`config.mk`:
```
export PLATFORM = sky130hd
export DESIGN_NAME = subleq_sequencer
export DESIGN_NICKNAME = d
export VERILOG_FILES = /design/src/rtl/subleq_sequencer_pkg.sv /design/src/rtl/subleq_alu.sv /design/src/rtl/subleq_sequencer.sv
export SDC_FILE = /design/constraint.sdc
export NUM_CORES = 1
export LEC_CHECK = 0
export CORE_ASPECT_RATIO = 0.8
export CORE_MARGIN = 10
export CORE_UTILIZATION = 30
export CTS_CLUSTER_SIZE = 8
export DETAILED_ROUTE_END_ITERATION = 8
export PLACE_DENSITY = 0.49
export SETUP_SLACK_MARGIN = 0.15
export SLEW_MARGIN = 20
export SYNTH_ARGS = -nofsm -noshare
export SYNTH_HDL_FRONTEND = slang
export SYNTH_SLANG_ARGS = --single-unit
```
`constraint.sdc`:
```
create_clock -name clk -period 5.4 [get_ports clk]
set_clock_uncertainty 0.15 [all_clocks]
set_input_delay 0.54 -clock clk [delete_from_list [all_inputs] [get_ports clk]]
set_output_delay 0.54 -clock clk [all_outputs]
set_load 0.005 [all_outputs]
```
`src/rtl/subleq_sequencer_pkg.sv`:
```
// subleq_sequencer_pkg: word width and FSM state encoding shared by the SUBLEQ sequencer files.
package subleq_sequencer_pkg;
  localparam int W = 16;
  typedef enum logic [2:0] {
    FETCH_A = 3'd0,
    FETCH_B = 3'd1,
    FETCH_C = 3'd2,
    READ_A  = 3'd3,
    READ_B  = 3'd4,
    EXEC    = 3'd5,
    HALT    = 3'd6
  } state_t;
endpackage

```
`src/rtl/subleq_alu.sv`:
```
// subleq_alu: mem[B] - mem[A] modulo 2^W and the signed less-or-equal-zero branch condition.
module subleq_alu
  import subleq_sequencer_pkg::*;
(
  input  logic [W-1:0] a_val,
  input  logic [W-1:0] b_val,
  output logic [W-1:0] diff,
  output logic         leq
);
  assign diff = b_val - a_val;
  assign leq  = (diff == '0) || diff[W-1];
endmodule

```
`src/rtl/subleq_sequencer.sv`:
```
// subleq_sequencer: six-cycle fetch/read/execute FSM driving a 1-cycle sync-read memory.
module subleq_sequencer
  import subleq_sequencer_pkg::*;
#(
  parameter logic [W-1:0] RESET_PC = '0,
  parameter logic [W-1:0] HALT_PC  = '1
) (
  input  logic         clk,
  input  logic         areset,
  input  logic         run,
  input  logic [W-1:0] data_in_0,
  input  logic [W-1:0] data_in_1,
  input  logic [W-1:0] data_in_2,
  output logic [W-1:0] mem_addr,
  output logic [W-1:0] mem_wdata,
  output logic         mem_we,
  output logic [W-1:0] pc,
  output logic         instr_done,
  output logic         halted
);
  state_t state;
  logic [W-1:0] b_r, c_r, diff, next_pc;
  logic leq, exec;
  subleq_alu u_alu (
    .a_val(data_in_1),
    .b_val(data_in_0),
    .diff (diff),
    .leq  (leq)
  );
  assign exec    = state == EXEC;
  assign next_pc = leq ? c_r : pc + W'(3);
  // READ_A addresses A straight from the oldest tap; A itself needs no register
  assign mem_addr = state == FETCH_B ? pc + W'(1) :
                    state == FETCH_C ? pc + W'(2) :
                    state == READ_A  ? data_in_2  :
                    (state == READ_B || exec) ? b_r : pc;
  assign mem_we     = exec && !areset;
  assign mem_wdata  = exec ? diff : '0;
  assign instr_done = mem_we;
  assign halted     = state == HALT;
  always_ff @(posedge clk) begin
    if (areset) begin
      state <= FETCH_A;
      pc    <= RESET_PC;
      b_r   <= '0;
      c_r   <= '0;
    end else begin
      case (state)
        FETCH_A: state <= run ? FETCH_B : FETCH_A;
        FETCH_B: state <= FETCH_C;
        FETCH_C: state <= READ_A;
        READ_A: begin
          state <= READ_B;
          b_r   <= data_in_1;
          c_r   <= data_in_0;
        end
        READ_B: state <= EXEC;
        EXEC: begin
          pc    <= next_pc;
          state <= next_pc == HALT_PC ? HALT : FETCH_A;
        end
        default: state <= HALT;
      endcase
    end
  end
endmodule

```
==> results.txt, run 1 <==
----------------------------------------------------
[GRT]
  Aggregate global routing overflow ... 0
  All-Layer GR Usage ... 18.3%
  Peak-usage layer in the global routing report ... met1
  Pin count of the biggest net entering global routing ... 63
  Wire length of the first global-routing pass ... about 29 mm
  Number of antenna violations at the first check in global routing ... 0
  M1 GR Usage ... a little over a quarter
  Via count of the first global-routing pass ... approximately 4.8k
  Met3 track demand over resource ... under 10%
  Met2 track utilization from global routing ... between 20% and 30%

[Drt]
  Count of antenna-violating nets left after detailed routing ... 0
  Average detailed-routed wire length per instance ... 20.8 um
  First-pass DRT Iterations ... 6
  Iteration-0 DRC count of the detailed router ... roughly 480
  Detailed Route WL ... 18.7 mm
  Routed via count divided by cell count ... around 5.7
  Via count ... roughly 5k
  Remaining routing DRC violations ... 0

[Setup path]
  Worst-path fanout max ... 11
  CP Class ... input pin to output pin
  Critical path endpoint category ... output pin
  Req. time, crit path ... between 4 and 5 ns
  Endpoint of the lowest-slack register-to-register path ... pc[5]
  Critical Path Start Type ... input pin
  Data arrival time of the critical path ... ~3.6 ns
  Worst-case reg-to-reg path depth ... 9
  Reg-to-reg critical path startpoint ... state[2]
  Setup slack on the worst flop-to-flop path ... 1.72 ns

[STA]
  Worst slew slack as a fraction of its limit ... about 45%
  Fin. max-slew vios ... 0
  Setup tns final ... 0 ns
  Final critical-path setup slack ... about 1.1 ns
  Final Hold Fails ... 0
  Setup repair after global routing missed its margin ... no
  Slew @ Worst Pin ... 0.830 ns
  Number of setup violations in the final report ... 0
  Post-route fraction of the period consumed by the critical path ... 79.9%
  Fmax achieved ... 0.232 GHz
  Clock period minus final worst setup slack ... 4.32 ns

[Die]
  Placeable Area ... 14400 um^2
  Starting density of the core ... 30.8%
  Overall die width ... ~160 um
  I/O pin count ... approximately 100
  Chip height ... roughly 130 um
  Site Rows ... 39
  Die outline area ... 20100 um^2

[Layout]
  Non-filler cells, final ... ~900
  Area of all sequential standard cells ... between 1000 and 1500 um^2
  Area added between synthesis and finish ... 28.9%
  Most common cell after layout, fill and taps aside ... sky130_fd_sc_hd__nand2_1
  Most used cells in the layout excluding fill and tap cells ... sky130_fd_sc_hd__nand2_1 (118), sky130_fd_sc_hd__clkdlybuf4s50_1 (100), sky130_fd_sc_hd__a21oi_1 (70)
  Filler cells ... 1522
  Ant. Diodes ... 0
  Proportion of layout cells with a drive suffix above 1 ... slightly above 4%
  Area of the multi-input gates ... approximately 3100 um^2
  Number of nets in the final layout ... ~800

[Placement]
  Placed wire-length estimate after detailed placement ... 14.6 mm
  Instance count after placement with tap cells included ... between 800 and 900
  Port buffer count ... ~100
  Pre-CTS worst setup slack ... about 1.0 ns
  RD Place Congestion ... roughly 0.9

[Synthesis]
  Top cells by area, synth ... sky130_fd_sc_hd__dfxtp_1 (23%), sky130_fd_sc_hd__nand2_1 (10%), sky130_fd_sc_hd__a21oi_1 (7.9%)
  Share of async-settable or async-resettable flops after synthesis ... 0%
  Mean instance size in the synthesized netlist ... slightly below 7 um^2
  Cell count after synthesis ... about 650
  Number of unique standard cell types used by synthesis ... approximately 70
  Netlist Area Pre-Place ... about 4400 um^2
  Count of synthesis-stage warnings from yosys ... 0
  Number of synthesized register bits ... 51
  Number of synthesized flops with an enable pin ... 0
  Share of synthesized area occupied by flip-flops and latches ... 23.1%
  Main flop type after synthesis ... sky130_fd_sc_hd__dfxtp_1
  Yosys top cell by area ... sky130_fd_sc_hd__dfxtp_1
  Net count after synthesis ... 719
  Area share of the leading cell type in the synthesized netlist ... a little under a quarter

[Pwr]
  Static power due to leakage ... a little under 0.002 uW
  Sum of internal, switching and leakage power ... about 1100 uW
  Worst vdd ir ... 0.122 mV
  PD cells ... roughly 190 nW/um^2

[Worst hold path]
  Min-Delay Path Class ... register to register
  Worst Hold Depth ... 2
  Worst min-delay path endpoint ... b_r[14]
  Start point of the worst hold path ... b_r[14]

[Clock network]
  Clk pin slew, worst setup/hold paths ... roughly 0.070 ns
  Number of setup buffers added after CTS ... 0
  Later-pin clock latency in the skew report ... 0.30 ns
  Number of levels the H-tree was split into ... 2
  Total clock buffers created by CTS ... 5
  Number of buffers added to fix hold violations after cts ... 0
  Number of gates resized after cts ... 0
  Sinks on Clock Net ... 51
  Clock tree from TritonCTS ... built
  Buffer levels on the longest clock path ... 2
  Clock root cell ... sky130_fd_sc_hd__clkbuf_16

[Job]
  Max-capacitance violation count ... 0

[Run status]
  Run status ... completed

----------------------------------------------------
[stage by stage]
| stage | util (%) | hold slack (ns) | cell area, um^2 |
|---|---|---|---|
| 2_1_floorplan | - | 0.284 | 4430 |
| 3_3_place_gp | 38.5 | 0.298 | 5540 |
| 3_5_place_dp | 38.5 | 0.300 | 5540 |
| 4_1_cts | 39.7 | 0.310 | 5710 |
| 5_1_grt | 39.7 | 0.350 | 5710 |
| 6_report | 39.7 | 0.310 | 5710 |
[cells by family (layout without fill, tap and decap cells)]
logic type               Yosys count  count (layout)  synth area share [%]
buffers and inverters             77             148                  6.95
AND/OR/NAND/NOR                  276             276                  29.6
AO/OA/AOI/OAI                    194             194                  28.4
adder cells (fa/ha/maj)           21              21                  6.05
flip-flops                        51              51                  23.1
XOR/XNOR                          21              21                  4.15
multiplexers                       8               8                  1.86
[how the worst max path moves through the flow]
stage | startpoint | slack (ns) | endpoint | cells after the start
floorplan | data_in_0[0] | 1.98 | pc[15] | 13
global placement | data_in_1[5] | 1.12 | mem_wdata[15] | 12
detailed placement | data_in_1[0] | 1.03 | state[1] | 13
CTS | data_in_1[5] | 1.10 | mem_wdata[15] | 12
global route | data_in_1[11] | 0.93 | mem_wdata[15] | 12
finish | data_in_1[5] | 1.08 | mem_wdata[15] | 12
[where the power goes]
| part | switching [uW] | internal (uW) |
|---|---|---|
| clock network | 157 | 219 |
| registers | 13.2 | 383 |
| logic | 177 | 135 |
[critical path, cell delays in order]
cell	delay [ns]
sky130_fd_sc_hd__clkdlybuf4s50_1	0.50
sky130_fd_sc_hd__inv_1	0.10
sky130_fd_sc_hd__ha_1	0.46
sky130_fd_sc_hd__o21a_1	0.17
sky130_fd_sc_hd__nor2_1	0.09
sky130_fd_sc_hd__or4b_1	0.50
sky130_fd_sc_hd__o211ai_1	0.18
sky130_fd_sc_hd__a21oi_1	0.13
sky130_fd_sc_hd__xnor2_1	0.14
sky130_fd_sc_hd__buf_4	0.18
sky130_fd_sc_hd__nor2_1	0.09
sky130_fd_sc_hd__clkdlybuf4s50_1	0.54
[sequential cells by signal, indices dropped and copies added, names as in the netlist]
| signal | flops |
|---|---|
| b_r | 16 |
| state | 3 |
| c_r | 16 |
| pc | 16 |
[layout make-up]
cell class	instances	area share, %
inverter	30	1.97
clock inverter	3	0.767
sequential	51	17.9
tap	184	4.03
multi-input combinational	520	54.4
timing repair buffer	110	18.8
clock buffer	5	2.19
[cells in the mapped netlist (3+ instances only)]
| master | count |
|---|---|
| sky130_fd_sc_hd__nand2_1 | 118 |
| sky130_fd_sc_hd__a21oi_1 | 70 |
| sky130_fd_sc_hd__nor2_1 | 53 |
| sky130_fd_sc_hd__dfxtp_1 | 51 |
| sky130_fd_sc_hd__clkbuf_1 | 39 |
| sky130_fd_sc_hd__o21ai_0 | 37 |
| sky130_fd_sc_hd__inv_1 | 28 |
| sky130_fd_sc_hd__nand3_1 | 22 |
| sky130_fd_sc_hd__nor3_1 | 21 |
| sky130_fd_sc_hd__ha_1 | 19 |
| sky130_fd_sc_hd__xor2_1 | 14 |
| sky130_fd_sc_hd__a31oi_1 | 12 |
| sky130_fd_sc_hd__nand4_1 | 10 |
| sky130_fd_sc_hd__and3_1 | 9 |
| sky130_fd_sc_hd__o22ai_1 | 8 |
| sky130_fd_sc_hd__o211ai_1 | 7 |
| sky130_fd_sc_hd__xnor2_1 | 7 |
| sky130_fd_sc_hd__mux2i_1 | 6 |
| sky130_fd_sc_hd__nand3b_1 | 6 |
| sky130_fd_sc_hd__o21a_1 | 6 |
| sky130_fd_sc_hd__a211oi_1 | 5 |
| sky130_fd_sc_hd__a222oi_1 | 5 |
| sky130_fd_sc_hd__nand2b_1 | 5 |
| sky130_fd_sc_hd__a211o_1 | 4 |
| sky130_fd_sc_hd__a21o_1 | 4 |
| sky130_fd_sc_hd__nor4_1 | 4 |
| sky130_fd_sc_hd__o2111ai_1 | 4 |
| sky130_fd_sc_hd__or3_1 | 4 |
| sky130_fd_sc_hd__a22oi_1 | 3 |
| sky130_fd_sc_hd__and2_1 | 3 |
| sky130_fd_sc_hd__and3b_1 | 3 |
| sky130_fd_sc_hd__buf_2 | 3 |
| sky130_fd_sc_hd__nor3b_1 | 3 |
| sky130_fd_sc_hd__o21ai_1 | 3 |
| sky130_fd_sc_hd__or4_1 | 3 |
[per-layer routing]
layer,wire (um),vias up
met5,0,-
met4,247,0
met3,1490,17
met2,7710,226
met1,9300,2402
li1,-,2479
(Power assumes the default switching activity.)
==> run 2: changes to the inputs <==
--- a/config.mk
+++ b/config.mk
@@ -10,7 +10,7 @@
 export CORE_UTILIZATION = 30
 export CTS_CLUSTER_SIZE = 8
 export DETAILED_ROUTE_END_ITERATION = 8
-export PLACE_DENSITY = 0.49
+export PLACE_DENSITY = 0.51
 export SETUP_SLACK_MARGIN = 0.15
 export SLEW_MARGIN = 20
 export SYNTH_ARGS = -nofsm -noshare
==> constraint.sdc (replaced) <==
create_clock -name clk -period 3.7 [get_ports clk]
set_clock_uncertainty 0.15 [all_clocks]
set_input_delay 0.37 -clock clk [delete_from_list [all_inputs] [get_ports clk]]
set_output_delay 0.37 -clock clk [all_outputs]
set_load 0.005 [all_outputs]
==> results.txt, run 2 (synthesis results as in run 1) <==
----------------------------------------------------
[STA]
  Fmax achieved ... 0.287 GHz
  Fin. max-slew vios ... 0 (unchanged)
  Number of setup violations in the final report ... 0 (unchanged)
  Final critical-path setup slack ... 0.217 ns (-0.867 ns)
  Clock period minus final worst setup slack ... 3.48 ns
  Worst hold slack after final layout ... 0.225 ns (-0.0844 ns)
  Slew @ Worst Pin ... 0.864 ns (+0.0343 ns)
  Post-route fraction of the period consumed by the critical path ... between 90% and 100%
  Setup repair after global routing missed its margin ... yes
  Worst slew slack as a fraction of its limit ... 42.0% (-2.7 points)
  Final Hold Fails ... 0 (unchanged)

[Setup path]
  CP Class ... input pin to output pin
  Worst-path fanout max ... 4 (-7)
  Setup slack on the worst flop-to-flop path ... 0.86 ns (-0.86 ns)
  Worst-case reg-to-reg path depth ... 13 (+4)
  Data arrival time of the critical path ... 2.96 ns (-0.67 ns)
  Critical Path Start Type ... input pin
  Reg-to-reg critical path startpoint ... pc[2]
  Critical path endpoint category ... output pin
  Req. time, crit path ... 3.18 ns (-1.53 ns)
  Endpoint of the lowest-slack register-to-register path ... state[2]
  Launch point of the worst path ... data_in_1[6]

[Layout]
  Most common cell after layout, fill and taps aside ... sky130_fd_sc_hd__nand2_1
  Most used cells in the layout excluding fill and tap cells ... sky130_fd_sc_hd__nand2_1 (118), sky130_fd_sc_hd__clkdlybuf4s50_1 (89), sky130_fd_sc_hd__buf_4 (86)
  Filler cells ... 1447 (-4.9%)
  Ant. Diodes ... 0 (unchanged)
  Area of the multi-input gates ... 3260 um^2 (+5.0%)
  Area added between synthesis and finish ... 45.3%
  Number of nets in the final layout ... 867 (+9.9%)
  Area of all sequential standard cells ... 1020 um^2 (+0.12%)
  Proportion of layout cells with a drive suffix above 1 ... 16.4% (+12 points)
  Largest registers in the final layout ... b_r: 16 flops, c_r: 16 flops, pc: 16 flops

[GRT]
  All-Layer GR Usage ... 18.2% (-0.083 points)
  Pin count of the biggest net entering global routing ... 62 (-1.6%)
  Number of antenna violations at the first check in global routing ... 0 (unchanged)
  Aggregate global routing overflow ... 0 (unchanged)
  Wire length of the first global-routing pass ... 29.2 mm (about the same)
  Via count of the first global-routing pass ... 5029 (+4.5%)

[Run status]
  Run status ... completed

[Die]
  Die outline area ... 20100 um^2 (unchanged)
  Chip height ... 129 um (unchanged)
  Overall die width ... 156 um (unchanged)
  Placeable Area ... 14400 um^2 (unchanged)
  Site Rows ... 39 (unchanged)
  I/O pin count ... 102 (unchanged)
  Starting density of the core ... 30.8% (unchanged)

[Clock network]
  Number of levels the H-tree was split into ... 2 (unchanged)
  Later-pin clock latency in the skew report ... 0.30 ns (about the same)
  Total clock buffers created by CTS ... 5 (unchanged)
  Sinks on Clock Net ... 51 (unchanged)
  Clock root cell ... sky130_fd_sc_hd__clkbuf_16
  Clk pin slew, worst setup/hold paths ... 0.07 ns (about the same)
  Clock tree from TritonCTS ... built
  Buffer levels on the longest clock path ... 2 (unchanged)
  Number of buffers added to fix hold violations after cts ... 0 (unchanged)

[Pwr]
  Sum of internal, switching and leakage power ... 1670 uW (+54%)
  Worst vdd ir ... 0.156 mV (+28%)
  Static power due to leakage ... 0.00239 uW (+23%)
  PD cells ... 260 nW/um^2 (+37%)

[Placement]
  Placed wire-length estimate after detailed placement ... 15.3 mm (+5.0%)
  RD Place Congestion ... 0.880 (-2.3%)
  Pre-CTS worst setup slack ... -0.346 ns (-1.38 ns)
  Port buffer count ... 101 (unchanged)

[Drt]
  Routed via count divided by cell count ... 5.51 (-2.8%)
  Iteration-0 DRC count of the detailed router ... 478 (-1.0%)
  Average detailed-routed wire length per instance ... 19.6 um (-5.6%)
  First-pass DRT Iterations ... 5 (-1)
  Via count ... 5408 (+5.5%)
  Detailed Route WL ... 19.2 mm (+2.5%)
  Remaining routing DRC violations ... 0 (unchanged)
  Count of antenna-violating nets left after detailed routing ... 0 (unchanged)

[Worst hold path]
  Min-Delay Path Class ... input pin to register
  Worst min-delay path endpoint ... b_r[5]
  Worst Hold Depth ... 3 (+1)
  Start point of the worst hold path ... data_in_1[5]

[Job]
  Max-capacitance violation count ... 0 (unchanged)

----------------------------------------------------
## run 2: layer usage
metal  up-vias  track usage (%)  part of all wire (%)
met5         -                0                     0
met4         0             2.44                  0.48
met3        12             4.53                   8.1
met2       216             26.2                    41
met1      2551             27.1                    50
li1       2629                -                     -
## run 2: final cells by class
type / count / area share (%)
multi-input cells: 520 / 50.7
repair buffers: 188 / 25.9
flip-flops and latches: 51 / 15.9
well taps: 184 / 3.58
clock buffers: 6 / 2.00
inverters: 30 / 1.75
clock inverters: 2 / 0.253
## run 2: worst max path at each step
stage / to / slack, ns / depth (start not counted)
5_1_grt: pc[8] / 0.12 / 15
3_3_place_gp: pc[1] / -0.18 / 14
6_report: mem_wdata[11] / 0.22 / 11
4_1_cts: mem_wdata[11] / 0.1 / 11
3_5_place_dp: pc[1] / -0.35 / 14
2_1_floorplan: pc[15] / 0.45 / 13
## run 2: critical path, cell delays in order
cell                              delay, ns
sky130_fd_sc_hd__clkdlybuf4s50_1       0.53
sky130_fd_sc_hd__inv_2                 0.08
sky130_fd_sc_hd__ha_4                  0.24
sky130_fd_sc_hd__a21oi_2               0.20
sky130_fd_sc_hd__o21ai_1               0.12
sky130_fd_sc_hd__buf_4                 0.16
sky130_fd_sc_hd__o41ai_2               0.30
sky130_fd_sc_hd__xor2_1                0.30
sky130_fd_sc_hd__buf_4                 0.16
sky130_fd_sc_hd__nor2_1                0.03
sky130_fd_sc_hd__clkdlybuf4s50_1       0.46
## run 2: where the power goes
group	total (uW)	leakage, uW	internal (uW)	switching (uW)
Sequential	570	0.000412	559	10.3
Combinational	614	0.00191	307	307
Clock	488	0.0000675	255	234
## run 2: per-stage QoR
step | TNS [ns] | instances | cell area, um^2 | util [%]
6_report | 0 | 981 | 6430 | 44.7
5_1_grt | 0 | 981 | 6430 | 44.7
4_1_cts | 0 | 978 | 6290 | 43.7
3_5_place_dp | -4.26 | 966 | 6070 | 42.2
3_3_place_gp | -1.79 | 966 | 6070 | 42.2
2_1_floorplan | 0 | 648 | 4430 | -
## run 2: what timing repair did
item | 4_1_cts | 5_1_grt
gates cloned | 0 | 0
pin swaps | 8 | 11
setup endpoints to repair | 27 | 27
gates resized for setup | 16 | 28
setup buffers | 4 | 3
==> run 3: changes to the inputs <==
--- a/config.mk
+++ b/config.mk
@@ -5,13 +5,14 @@
 export SDC_FILE = /design/constraint.sdc
 export NUM_CORES = 1
 export LEC_CHECK = 0
+export ABC_AREA = 1
 export CORE_ASPECT_RATIO = 0.8
 export CORE_MARGIN = 10
 export CORE_UTILIZATION = 30
-export CTS_CLUSTER_SIZE = 8
 export DETAILED_ROUTE_END_ITERATION = 8
 export PLACE_DENSITY = 0.51
 export SETUP_SLACK_MARGIN = 0.15
+export SKIP_LAST_GASP = 1
 export SLEW_MARGIN = 20
 export SYNTH_ARGS = -nofsm -noshare
 export SYNTH_HDL_FRONTEND = slang
==> results.txt, run 3 <==
----------------------------------------------------
[Layout]
  Area added between synthesis and finish ... 33.8%
  Ant. Diodes ... 0 (unchanged)
  Most common cell after layout, fill and taps aside ... sky130_fd_sc_hd__nand2_1
  Proportion of layout cells with a drive suffix above 1 ... 7.91% (-8.5 points)
  Filler cells ... 1575 (+8.8%)
  Most used cells in the layout excluding fill and tap cells ... sky130_fd_sc_hd__nand2_1 (173), sky130_fd_sc_hd__clkdlybuf4s50_1 (101), sky130_fd_sc_hd__inv_1 (99)
  Util after Layout ... 41.5% (-3.2 points)
  Area of all sequential standard cells ... 1020 um^2 (+0.12%)
  Largest registers in the final layout ... b_r: 16 flops, c_r: 16 flops, pc: 16 flops
  Number of nets in the final layout ... 930 (+7.3%)
  Fin area ... 5990 um^2 (-6.9%)
  Area of the multi-input gates ... 2980 um^2 (-8.5%)

[Synthesis]
  Main flop type after synthesis ... sky130_fd_sc_hd__dfxtp_1
  Cell count after synthesis ... 756 (+17%)
  Yosys top cell by area ... sky130_fd_sc_hd__dfxtp_1
  Net count after synthesis ... 827 (+15%)
  Commonest cells in the netlist ... sky130_fd_sc_hd__nand2_1 (174), sky130_fd_sc_hd__nor2_1 (103), sky130_fd_sc_hd__inv_1 (99)
  Mean instance size in the synthesized netlist ... 5.92 um^2 (-13%)
  Share of async-settable or async-resettable flops after synthesis ... 0% (unchanged)
  Count of synthesis-stage warnings from yosys ... 0 (unchanged)
  Number of synthesized flops with an enable pin ... 0 (unchanged)
  Netlist Area Pre-Place ... 4480 um^2 (+1.0%)
  Share of synthesized area occupied by flip-flops and latches ... 22.8% (-0.24 points)
  Cell with the most instances after synthesis ... sky130_fd_sc_hd__nand2_1
  Area share of the leading cell type in the synthesized netlist ... 22.8% (-0.24 points)
  Top cells by area, synth ... sky130_fd_sc_hd__dfxtp_1 (23%), sky130_fd_sc_hd__nand2_1 (15%), sky130_fd_sc_hd__o21ai_0 (8.7%)
  Number of synthesized register bits ... 51 (unchanged)
  Number of unique standard cell types used by synthesis ... 44 (-38%)

[Clock network]
  Total clock buffers created by CTS ... 5 (unchanged)
  Number of levels the H-tree was split into ... 2 (unchanged)
  Clock tree from TritonCTS ... built
  Buffer levels on the longest clock path ... 2 (unchanged)
  Sinks on Clock Net ... 51 (unchanged)
  Later-pin clock latency in the skew report ... 0.30 ns (about the same)
  Clock root cell ... sky130_fd_sc_hd__clkbuf_16
  Clk pin slew, worst setup/hold paths ... 0.08 ns (about the same)

[Setup path]
  Critical Path Start Type ... input pin
  Worst-path fanout max ... 6 (+2)
  Worst-path cell chain ... clkdlybuf4s50_1 > inv_1 > ha_1 > a21oi_2 > nand2_1 > nand3_2 > nand3_2 > a21oi_4 > xor2_4 > nor2_1 > clkdlybuf4s50_1
  Critical path's slowest cell ... sky130_fd_sc_hd__clkdlybuf4s50_1
  Cell family contributing the most delay on the critical path ... buffers and inverters
  Critical path endpoint category ... output pin
  Req. time, crit path ... 3.18 ns (about the same)
  CP Class ... input pin to output pin
  Setup slack on the worst flop-to-flop path ... 0.90 ns (+0.04 ns)
  Data arrival time of the critical path ... 2.85 ns (-0.11 ns)
  Crit path buffers/inverters ... 3 (-2)
  Stage delay of the slowest cell on the critical path ... 0.47 ns (-0.06 ns)

[STA]
  Fmax achieved ... 0.297 GHz (+3.4%)
  Slew @ Worst Pin ... 0.959 ns (+0.0952 ns)
  Post-route fraction of the period consumed by the critical path ... 91.0% (-3.1 points)
  Number of setup violations in the final report ... 0 (unchanged)
  Final Hold Fails ... 0 (unchanged)
  Setup repair after global routing missed its margin ... no
  Worst hold slack after final layout ... 0.308 ns (+0.0825 ns)
  Final critical-path setup slack ... 0.332 ns (+0.115 ns)
  Worst slew slack as a fraction of its limit ... 36.0% (-6.0 points)
  Clock period minus final worst setup slack ... 3.37 ns (-0.115 ns)
  Fin. max-slew vios ... 0 (unchanged)

[Pwr]
  PD cells ... 343 nW/um^2 (+32%)
  Static power due to leakage ... 0.00262 uW (+9.5%)
  Sum of internal, switching and leakage power ... 2060 uW (+23%)
  Worst vdd ir ... 0.179 mV (+14%)

[Placement]
  Placed standard-cell area ... 5740 um^2 (-5.5%)
  RD Place Congestion ... 0.923 (+4.9%)
  Port buffer count ... 101 (unchanged)
  Pre-CTS worst setup slack ... -0.0296 ns (+0.316 ns)
  Placed wire-length estimate after detailed placement ... 14.4 mm (-5.6%)

[Worst hold path]
  Min-Delay Path Class ... register to register

[Drt]
  Count of antenna-violating nets left after detailed routing ... 0 (unchanged)
  Via count ... 5226 (-3.4%)
  First-pass DRT Iterations ... 5 (unchanged)
  Remaining routing DRC violations ... 0 (unchanged)
  Routed via count divided by cell count ... 5.01 (-9.2%)
  Iteration-0 DRC count of the detailed router ... 435 (-9.0%)
  Average detailed-routed wire length per instance ... 17.1 um (-13%)
  Detailed Route WL ... 17.8 mm (-7.3%)

[Die]
  Overall die width ... 157 um (+0.46%)
  Starting density of the core ... 31.0% (+0.22 points)
  Die outline area ... 20200 um^2 (+0.90%)
  Site Rows ... 39 (unchanged)
  Placeable Area ... 14400 um^2 (+0.34%)
  I/O pin count ... 102 (unchanged)
  Chip height ... 129 um (+0.44%)

[GRT]
  Aggregate global routing overflow ... 0 (unchanged)
  Via count of the first global-routing pass ... 4946 (-1.7%)
  Pin count of the biggest net entering global routing ... 39 (-37%)
  Wire length of the first global-routing pass ... 27.5 mm (-5.7%)
  All-Layer GR Usage ... 17.0% (-1.2 points)
  Number of antenna violations at the first check in global routing ... 0 (unchanged)

[Job]
  Max-capacitance violation count ... 0 (unchanged)

[Run status]
  Run status ... completed

----------------------------------------------------
-- run 3: cell types whose count changed after synthesis, moves of 11 or more --
cell and change:
sky130_fd_sc_hd__nor3_1 -11, sky130_fd_sc_hd__o21ai_0 +41, sky130_fd_sc_hd__nand2_1 +56, sky130_fd_sc_hd__clkbuf_1 -17, sky130_fd_sc_hd__inv_1 +71, sky130_fd_sc_hd__nor2_1 +50
-- run 3: per-stage QoR --
stage | setup TNS (ns) | instances
2_1_floorplan | 0 | 756
5_1_grt | 0 | 1044
3_3_place_gp | 0 | 1031
6_report | 0 | 1044
4_1_cts | 0 | 1039
3_5_place_dp | -0.0560 | 1031
-- run 3: repair_timing --
item | in CTS | in global routing
endpoints found under the setup margin | 2 | 17
hold buffers | 0 | 0
setup buffers | 0 | 3
pin swaps | 0 | 2
gates resized for setup | 1 | 13
cloned | 0 | 2
-- run 3: worst paths after layout --
kind | start | to | depth (start not counted)
max reg2reg | pc[0] | state[2] | 14
min | c_r[8] | c_r[8] | 2
min reg2reg | c_r[8] | c_r[8] | 2
max | data_in_1[2] | mem_wdata[15] | 11
-- run 3: final cells by class --
class                      instances  share of cell area [%]
clock buffer                       5                    2.09
clock inverter                     3                   0.460
inverter                         105                    6.60
multi-input combinational        571                    49.8
sequential                        51                    17.1
tap                              184                    3.84
timing repair buffer             125                    20.1
-- run 3: worst register-to-register path, stage by stage (launching register included) --
cell and delay, ns:
sky130_fd_sc_hd__dfxtp_1 0.45, sky130_fd_sc_hd__inv_1 0.22, sky130_fd_sc_hd__ha_1 0.28, sky130_fd_sc_hd__nor2_1 0.19, sky130_fd_sc_hd__nand3_1 0.23, sky130_fd_sc_hd__nor2_1 0.24, sky130_fd_sc_hd__nand2_1 0.11, sky130_fd_sc_hd__xor2_1 0.16
sky130_fd_sc_hd__nand3_1 0.09, sky130_fd_sc_hd__nand2_1 0.08, sky130_fd_sc_hd__nor2_1 0.11, sky130_fd_sc_hd__nand2_1 0.06, sky130_fd_sc_hd__nor2_1 0.13, sky130_fd_sc_hd__nand3_1 0.13, sky130_fd_sc_hd__a21oi_1 0.13
-- run 3: logic make-up after synthesis --
family / count (synthesis) / share of synthesized area, %
compound gates: 182 / 22.2
xor+xnor: 26 / 5.26
fa+ha+maj: 20 / 5.76
buf+inv: 136 / 12.2
flops: 51 / 22.8
simple gates: 341 / 31.8
-- run 3: layer usage --
metal  wire, um  GRT usage (%)
met5          0              0
met4        169           2.38
met3       1320           3.90
met2       7510           26.0
met1       8800           24.2
-- run 3: where the power goes --
group          switching (uW)  leakage, uW  internal, uW
Sequential               49.5     0.000413           592
Combinational             522      0.00214           403
Clock                     230    0.0000723           258
